## src/rtl/cln_pipe_keyed.sv

```systemverilog
// cln_pipe_keyed: pipelined, keyed switch-box locking network.
// N-bit words pass through STAGES registered switch-box stages joined by a
// perfect-shuffle interconnect, with valid/ready flow control and a global stall.
// The key is streamed into a shadow register and copied to the active key only
// once the pipeline has drained, so no word ever sees a mix of two keys.
// Optional build macro CLN_KEY_ERR_EN adds a sticky key_err output flagging
// protocol misuse of the key interface.
//
// Key FSM states:
//   state     | meaning
//   K_EMPTY   | no partial load in progress; next beat starts at beat 0
//   K_LOADING | some beats written to shadow, more expected
//   K_FULL    | shadow complete, waiting for key_commit
//   K_DRAIN   | commit requested, input blocked until pipeline is empty
module cln_pipe_keyed #(
  parameter int N      = 16,
  parameter int STAGES = 5,
  parameter int KEY_W  = 8
) (
  input  logic             clk,
  input  logic             rst_n,
  input  logic             key_valid,
  input  logic [KEY_W-1:0] key_data,
  output logic             key_ready,
  input  logic             key_commit,
  output logic             key_active,
`ifdef CLN_KEY_ERR_EN
  output logic             key_err,
`endif
  input  logic             in_valid,
  input  logic [N-1:0]     in_data,
  output logic             in_ready,
  output logic             out_valid,
  output logic [N-1:0]     out_data,
  input  logic             out_ready
);

  localparam int NB        = N * STAGES / 2;
  localparam int KEY_TOTAL = 3 * NB;
  localparam int BEATS     = KEY_TOTAL / KEY_W;
  localparam int CW        = (BEATS > 1) ? $clog2(BEATS) : 1;

  typedef enum logic [1:0] {K_EMPTY, K_LOADING, K_FULL, K_DRAIN} kstate_t;

  kstate_t                state, state_nx;
  logic [CW-1:0]          beat_cnt;
  logic [KEY_TOTAL-1:0]   key_shadow;
  logic [KEY_TOTAL-1:0]   key_act;
  logic                   load_act;
  logic                   beat_acc;
  logic                   last_beat;
  logic                   pipe_empty;
  logic                   advance;
  logic                   in_acc;
  logic [N-1:0]           stage_d  [STAGES];
  logic [N-1:0]           stage_nx [STAGES];
  logic [STAGES-1:0]      stage_v;

  // Perfect shuffle: lower half goes to even slots, upper half to odd slots.
  function automatic logic [N-1:0] shuffle(input logic [N-1:0] x);
    logic [N-1:0] y;
    y = '0;
    for (int i = 0; i < N; i++) begin
      if (i < N / 2) y[2*i] = x[i];
      else           y[2*i+1-N] = x[i];
    end
    return y;
  endfunction

  // One column of N/2 switch boxes; K0 swaps the pair, K1/K2 invert O0/O1.
  function automatic logic [N-1:0] box_stage(input logic [N-1:0] x, input int s,
                                             input logic [KEY_TOTAL-1:0] k);
    logic [N-1:0] y;
    int idx;
    y = '0;
    for (int b = 0; b < N / 2; b++) begin
      idx = s * (N / 2) + b;
      y[2*b]   = (k[idx] ? x[2*b+1] : x[2*b])   ^ k[NB+idx];
      y[2*b+1] = (k[idx] ? x[2*b]   : x[2*b+1]) ^ k[2*NB+idx];
    end
    return y;
  endfunction

  assign beat_acc   = key_valid & key_ready;
  assign last_beat  = beat_acc & (beat_cnt == CW'(BEATS - 1));
  assign pipe_empty = ~|stage_v;
  assign out_valid  = stage_v[STAGES-1];
  assign out_data   = stage_d[STAGES-1];
  assign advance    = out_ready | ~out_valid;
  assign in_ready   = key_active & (state != K_DRAIN) & advance;
  assign in_acc     = in_valid & in_ready;

  // Key FSM next state, beat acceptance and active-key load strobe.
  always_comb begin
    state_nx  = state;
    key_ready = 1'b0;
    load_act  = 1'b0;
    case (state)
      K_EMPTY: begin
        key_ready = 1'b1;
        if (key_valid) state_nx = last_beat ? K_FULL : K_LOADING;
      end
      K_LOADING: begin
        key_ready = 1'b1;
        if (last_beat) state_nx = K_FULL;
      end
      K_FULL: begin
        if (key_commit) state_nx = K_DRAIN;
      end
      K_DRAIN: begin
        if (pipe_empty) begin
          state_nx = K_EMPTY;
          load_act = 1'b1;
        end
      end
      default: state_nx = K_EMPTY;
    endcase
  end

  // Key state, beat counter, shadow fill and atomic active-key update.
  always_ff @(posedge clk or negedge rst_n) begin
    if (!rst_n) begin
      state      <= K_EMPTY;
      beat_cnt   <= '0;
      key_shadow <= '0;
      key_act    <= '0;
      key_active <= 1'b0;
    end else begin
      state <= state_nx;
      if (beat_acc) beat_cnt <= last_beat ? '0 : beat_cnt + 1'b1;
      for (int j = 0; j < BEATS; j++) begin
        if (beat_acc && beat_cnt == CW'(j)) key_shadow[j*KEY_W +: KEY_W] <= key_data;
      end
      if (load_act) begin
        key_act    <= key_shadow;
        key_active <= 1'b1;
      end
    end
  end

`ifdef CLN_KEY_ERR_EN
  // Sticky misuse flag; a fresh load (beat 0) clears it unless misuse coincides.
  always_ff @(posedge clk or negedge rst_n) begin
    if (!rst_n) begin
      key_err <= 1'b0;
    end else if ((key_commit && (state == K_EMPTY || state == K_LOADING)) ||
                 (key_valid  && (state == K_FULL  || state == K_DRAIN))) begin
      key_err <= 1'b1;
    end else if (beat_acc && state == K_EMPTY) begin
      key_err <= 1'b0;
    end
  end
`endif

  // Per-stage combinational result: shuffle of previous stage, then box column.
  always_comb begin
    for (int s = 0; s < STAGES; s++) stage_nx[s] = '0;
    stage_nx[0] = box_stage(in_data, 0, key_act);
    for (int s = 1; s < STAGES; s++) stage_nx[s] = box_stage(shuffle(stage_d[s-1]), s, key_act);
  end

  // Pipeline registers: all stages shift together on advance, else hold.
  always_ff @(posedge clk or negedge rst_n) begin
    if (!rst_n) begin
      stage_v <= '0;
      for (int s = 0; s < STAGES; s++) stage_d[s] <= '0;
    end else if (advance) begin
      stage_v[0] <= in_acc;
      if (in_acc) stage_d[0] <= stage_nx[0];
      for (int s = 1; s < STAGES; s++) begin
        stage_v[s] <= stage_v[s-1];
        if (stage_v[s-1]) stage_d[s] <= stage_nx[s];
      end
    end
  end

endmodule

```

## config.mk

```make
export PLATFORM = sky130hd
export DESIGN_NAME = cln_pipe_keyed
export DESIGN_NICKNAME = d
export VERILOG_FILES = /design/src/rtl/cln_pipe_keyed.sv
export SDC_FILE = /design/constraint.sdc
export NUM_CORES = 1
export LEC_CHECK = 0
export ABC_AREA = 1
export BUFFER_PORTS_ARGS = -buffer_cell sky130_fd_sc_hd__buf_2
export CORE_MARGIN = 4
export CORE_UTILIZATION = 45
export DETAILED_ROUTE_END_ITERATION = 16
export GPL_TIMING_DRIVEN = 0
export HOLD_SLACK_MARGIN = 0.02
export PLACE_DENSITY = 0.65
export SETUP_SLACK_MARGIN = 0.05
export SYNTH_ARGS = -nofsm -noshare
export SYNTH_HDL_FRONTEND = slang
export SYNTH_SLANG_ARGS = --single-unit
```

## constraint.sdc

```tcl
create_clock -name clk -period 3.25 [get_ports clk]
set_clock_uncertainty 0.15 [all_clocks]
set_input_delay 0.4875 -clock clk [delete_from_list [all_inputs] [get_ports clk]]
set_output_delay 0.4875 -clock clk [all_outputs]
set_load 0.05 [all_outputs]
```

Yosys cells after proc, flatten, opt, wreduce, memory -nomap -nowiden
Index checks and enable logic that the tools add are counted.

Add/subtract/negate cells: 1. Equality and inequality tests: 22. Multiplexer cells: 90. Bitwise operators: 87. Reduce and logical (&&, ||, !) cells: 25.

Operator list (count): $mux 1 (83); $xor 1x1->1 (80); $eq 4x4->1 const B (7); $eq 4x3->1 const B (4); $logic_and 1x1->1 (15); $mux 2 (5); $ne 2x2->1 const B (5); $reduce_and 2->1 (5); $eq 4x2->1 const B (2); $pmux 2 s4 (1); $and 1x1->1 (5); $reduce_or 5->1 (1); $add 4x1->4 const B (1); $eq 2x2->1 const B (2); $eq 4x1->1 const B (1); $logic_not 4->1 (1); $mux 4 (1); $reduce_and 4->1 (1); $eq 2x1->1 const B (1); $logic_not 2->1 (1); $reduce_or 2->1 (1); $not 1->1 (1); $or 1x1->1 (1).

Bits in registers: 332. Bits of input ports: 30. Output and inout port bits: 20. Logic and storage cells: 250.

Longest topological paths before layout
Depth in word-level cells: 8. Depth in mapped cells: 10.

Worst setup path after synthesis
OpenSTA, ideal clock, no wires.

Kind: reg-to-reg. Start point: register stage_v[4]. End point: register stage_d[70] (netlist name). Setup time: 133 ps. Arrival time: 2120 ps. Required time: 2967 ps. Slack: 847 ps. Stages on the path, launching flop included: 8. Buffers on the path: 1. Clock period less this slack: 2403 ps. Path through: dfrtp_1 -> nand2_2 -> nand2_1 -> nor2_1 -> nand2_1 -> buf_2 -> nand2_1 -> o21ai_0.

Word-level cells in the longest chain between the ends: 5.

RTL lines: start, declared (RTL line 57) `logic [STAGES-1:0] stage_v;`; start signal, assigned by index (RTL line 171) `stage_v[s] <= stage_v[s-1];`; $not 1->1 (RTL line 89) `assign advance = out_ready | ~out_valid;`; $or 1x1->1 (RTL line 89); $and 1x1->1 (RTL line 90) `assign in_ready = key_active & (state != K_DRAIN) & advance;`; via in_ready (RTL line 32) `output logic in_ready,`; $and 1x1->1 (RTL line 91) `assign in_acc = in_valid & in_ready;`; $reduce_and 2->1 (no source line); end signal, assigned by index (RTL line 172) `if (stage_v[s-1]) stage_d[s] <= stage_nx[s];`; end, declared (RTL line 55) `logic [N-1:0] stage_d [STAGES];`.

The timed path passes the listed nets, and every way through them passes these cells. A chain may end at the register's enable or synchronous reset.

Worst setup path in the final report
Start point: register state[0]. End point: output port in_ready.

Word-level cells in the longest chain between the ends: 3.

RTL lines: start, declared (RTL line 45) `kstate_t state, state_nx;`; start signal, assigned (RTL line 129) `state <= state_nx;`; $ne 2x2->1 (RTL line 90); $and 1x1->1 (2 in series) (RTL line 90); end, declared (RTL line 32).

No other way between the ends.

==> results.cfg <==
[status]
run_status = complete, no violations

[sta]
fin_setup_tns_ps = 0
finalMaxSlewViolations = 0
worstMarginPinSlew_ps = 1090
finalSetupViolCount = 0
fmax_mhz = 400
holdWs_ps = 198
rsz0062_at_grt = no
fin_crit_ps = 2500
fin_crit_sh_pct = 76.9
slew_headroom_pct = 27.3
hold_viol = 0

[finish]
regArea_sq_mm = 0.00831
fin_area_sq_mm = 0.0165
areaGrowthSynthToFinish_pct = 13.6
layout_commonest_cell = nand2_1
multi_input_area_sq_mm = 0.00484
fin_nets = 1727
final_cell_mix = nand2_1 (421), o21ai_0 (380), dfrtp_1 (332)
antenna_cells = 0
fill_cells = 2908
drive_gt1_share_pct = 10.3

[worst_setup_path]
slowest_delay_ps = 420
slowest_stage = dfrtp_1
worstPathCellList = ha_1, nor2_1, buf_2
worstPathRequired_ps = 2610
crit_type = flop to output pin
endpoint_kind = output pin
crit_buf_inv = 1
reg2reg_to = key_act[80]
rrSetupSlack_ps = 990
reg2reg_from = state[0]
critPathMaxFanout = 4
start_kind = flop
critical_path.top_delay_family = flip-flops
r2r_cells = 5
worstPathArrival_ps = 1860

[routing]
ant_nets = 0
via_count = 10600
first_iter_violations = 924
drc = 0
dr.pass1.iters = 5
wire_per_inst_um = 17.1
wl_um = 36100
avgViaCountPerCell = 5.04

[global_routing]
grt_pass1_wl_um = 57600
antenna_found_initial = 1
grt_pass1_vias = 10400
grtUsageTotal_pct = 20.8
grt_max_degree = 125
grt_remaining_overflow = 0

[floorplanning]
std_cell_rows = 65
coreArea_sq_mm = 0.0317
dieArea_sq_mm = 0.0352
die_y_um = 188
dieWidth_um = 188
ios = 50
initial_utilization_pct = 45.8

[power_and_ir_drop]
p_per_area_mw_per_mm2 = 980
leakagePower_nw = 7.68
ir_drop_mv = 0.454

[cts]
cts_max_level = 2
cts_tree = done
cts-root-buf = clkbuf_16
clock-sinks = 332
clkTransAtPathRegs_ps = 60
cts_buffers = 34
cts_setup_buffers = 0
insertion_delay_ps = 520
max-clock-path-buffers = 3

[synthesis]
synth.area.top_cells = dfrtp_1 (57%), o21ai_0 (13%), nand2_1 (11%), inv_1 (5.7%), xnor2_1 (4.5%)
syn-cell-area_sq_mm = 0.0145
yosysUniqueCellTypes = 26
yosysSeqAreaShare_pct = 57.3
yosysWarnings = 0
synth_largest_area_cell = dfrtp_1
synth_nets = 1639
synthCells = 1600
synth-seq-cells = 332
synth_top_area_share_pct = 57.3
avgSynthCellArea_sq_um = 9.07

[hold_path]
hold_path.class = primary input to flop
hold_end = stage_v[1]
hp-start = out_ready
min_delay_path_depth = 4

[placement]
hpwl_um = 25100
io_buffers = 49
place.gp.congestion = 0.825
dpl-instance-area_sq_mm = 0.0153

[run]
drv_cap = 0
==> timing repair <==
item                      CTS  global route
hold buffers                1             0
hold endpoints to repair   94             0
gates resized for setup     0             0
==> synthesized netlist by cell type, drive strengths merged <==
cell / instances
a21oi: 8
xnor2: 75
inv: 224
ha: 9
o21ai: 401
nand3: 10
nor3: 1
nor2: 12
nand2: 422
xor2: 5
clkbuf: 32
buf: 54
dfrtp: 332
nand4: 15
==> sequential cells by signal, indices dropped and copies added (netlist names) <==
name	cells
out_data	16
stage_d	64
state	2
key_active	1
key_shadow	120
key_act	120
beat_cnt	4
stage_v	5
==> report_power, final <==
part	switching, mW	total, mW	internal, mW	leakage (nW)
Clock	1.60	3.99	2.39	0.568
Sequential	1.25	7.07	5.82	4.35
Combinational	3.17	5.10	1.93	2.76
==> stage by stage <==
step / total power, mW / setup slack [ps] / cells / utilization, %
final: 16.2 / 750 / 2114 / 52.0
after floorplan: 10.6 / 847 / 1600 / -
after CTS: 16.3 / 719 / 2114 / 52.0
after detailed placement: 12.2 / 905 / 2053 / 48.3
after global placement: 12.0 / -4780 / 2051 / 48.1
after global routing: 17.3 / 652 / 2114 / 52.0
==> area by class of cell <==
class                   instances  area share, %
repair buffers                 52           1.94
multi-input cells             958           29.4
clock buffers                  52           6.38
clock inverters                 8          0.569
well taps                     402           3.05
flip-flops and latches        332           50.4
inverters                     224           5.12
plain buffers                  86           3.17
==> per-layer routing <==
| metal | vias to the layer above | global-route usage [%] | wire length, um |
|---|---|---|---|
| met3 | 51 | 3.74 | 2120 |
| li1 | 5191 | - | - |
| met4 | 0 | 6.18 | 901 |
| met5 | - | 0 | 0 |
| met1 | 5145 | 29.6 | 16400 |
| met2 | 262 | 32.7 | 16700 |
==> how the worst max path moves through the flow <==
| stage | end | start | depth (start not counted) |
|---|---|---|---|
| floorplan | stage_d[70] | stage_v[4] | 7 |
| global placement | key_act[54] | rst_n | 1 |
| detailed placement | key_act[54] | rst_n | 3 |
| CTS | in_ready | state[0] | 3 |
| global route | key_act[50] | rst_n | 4 |
| finish | in_ready | state[0] | 3 |
==> worst register-to-register path: stages, from the launching register on <==
cell	delay (ps)
dfrtp_1	420
ha_1	320
nand4_2	250
buf_2	330
clkbuf_1	480
o21ai_0	170
==> kinds of logic (layout without fill, tap and decap cells) <==
family,after synthesis,count (layout),share of synthesized area [%]
AO/OA/AOI/OAI,409,409,14.1
XOR/XNOR,80,80,4.83
adder cells (fa/ha/maj),9,9,0.776
buffers and inverters,310,422,9.42
flip-flops,332,332,57.3
AND/OR/NAND/NOR,460,460,13.6
No activity file was read; power rests on OpenSTA's default activity.
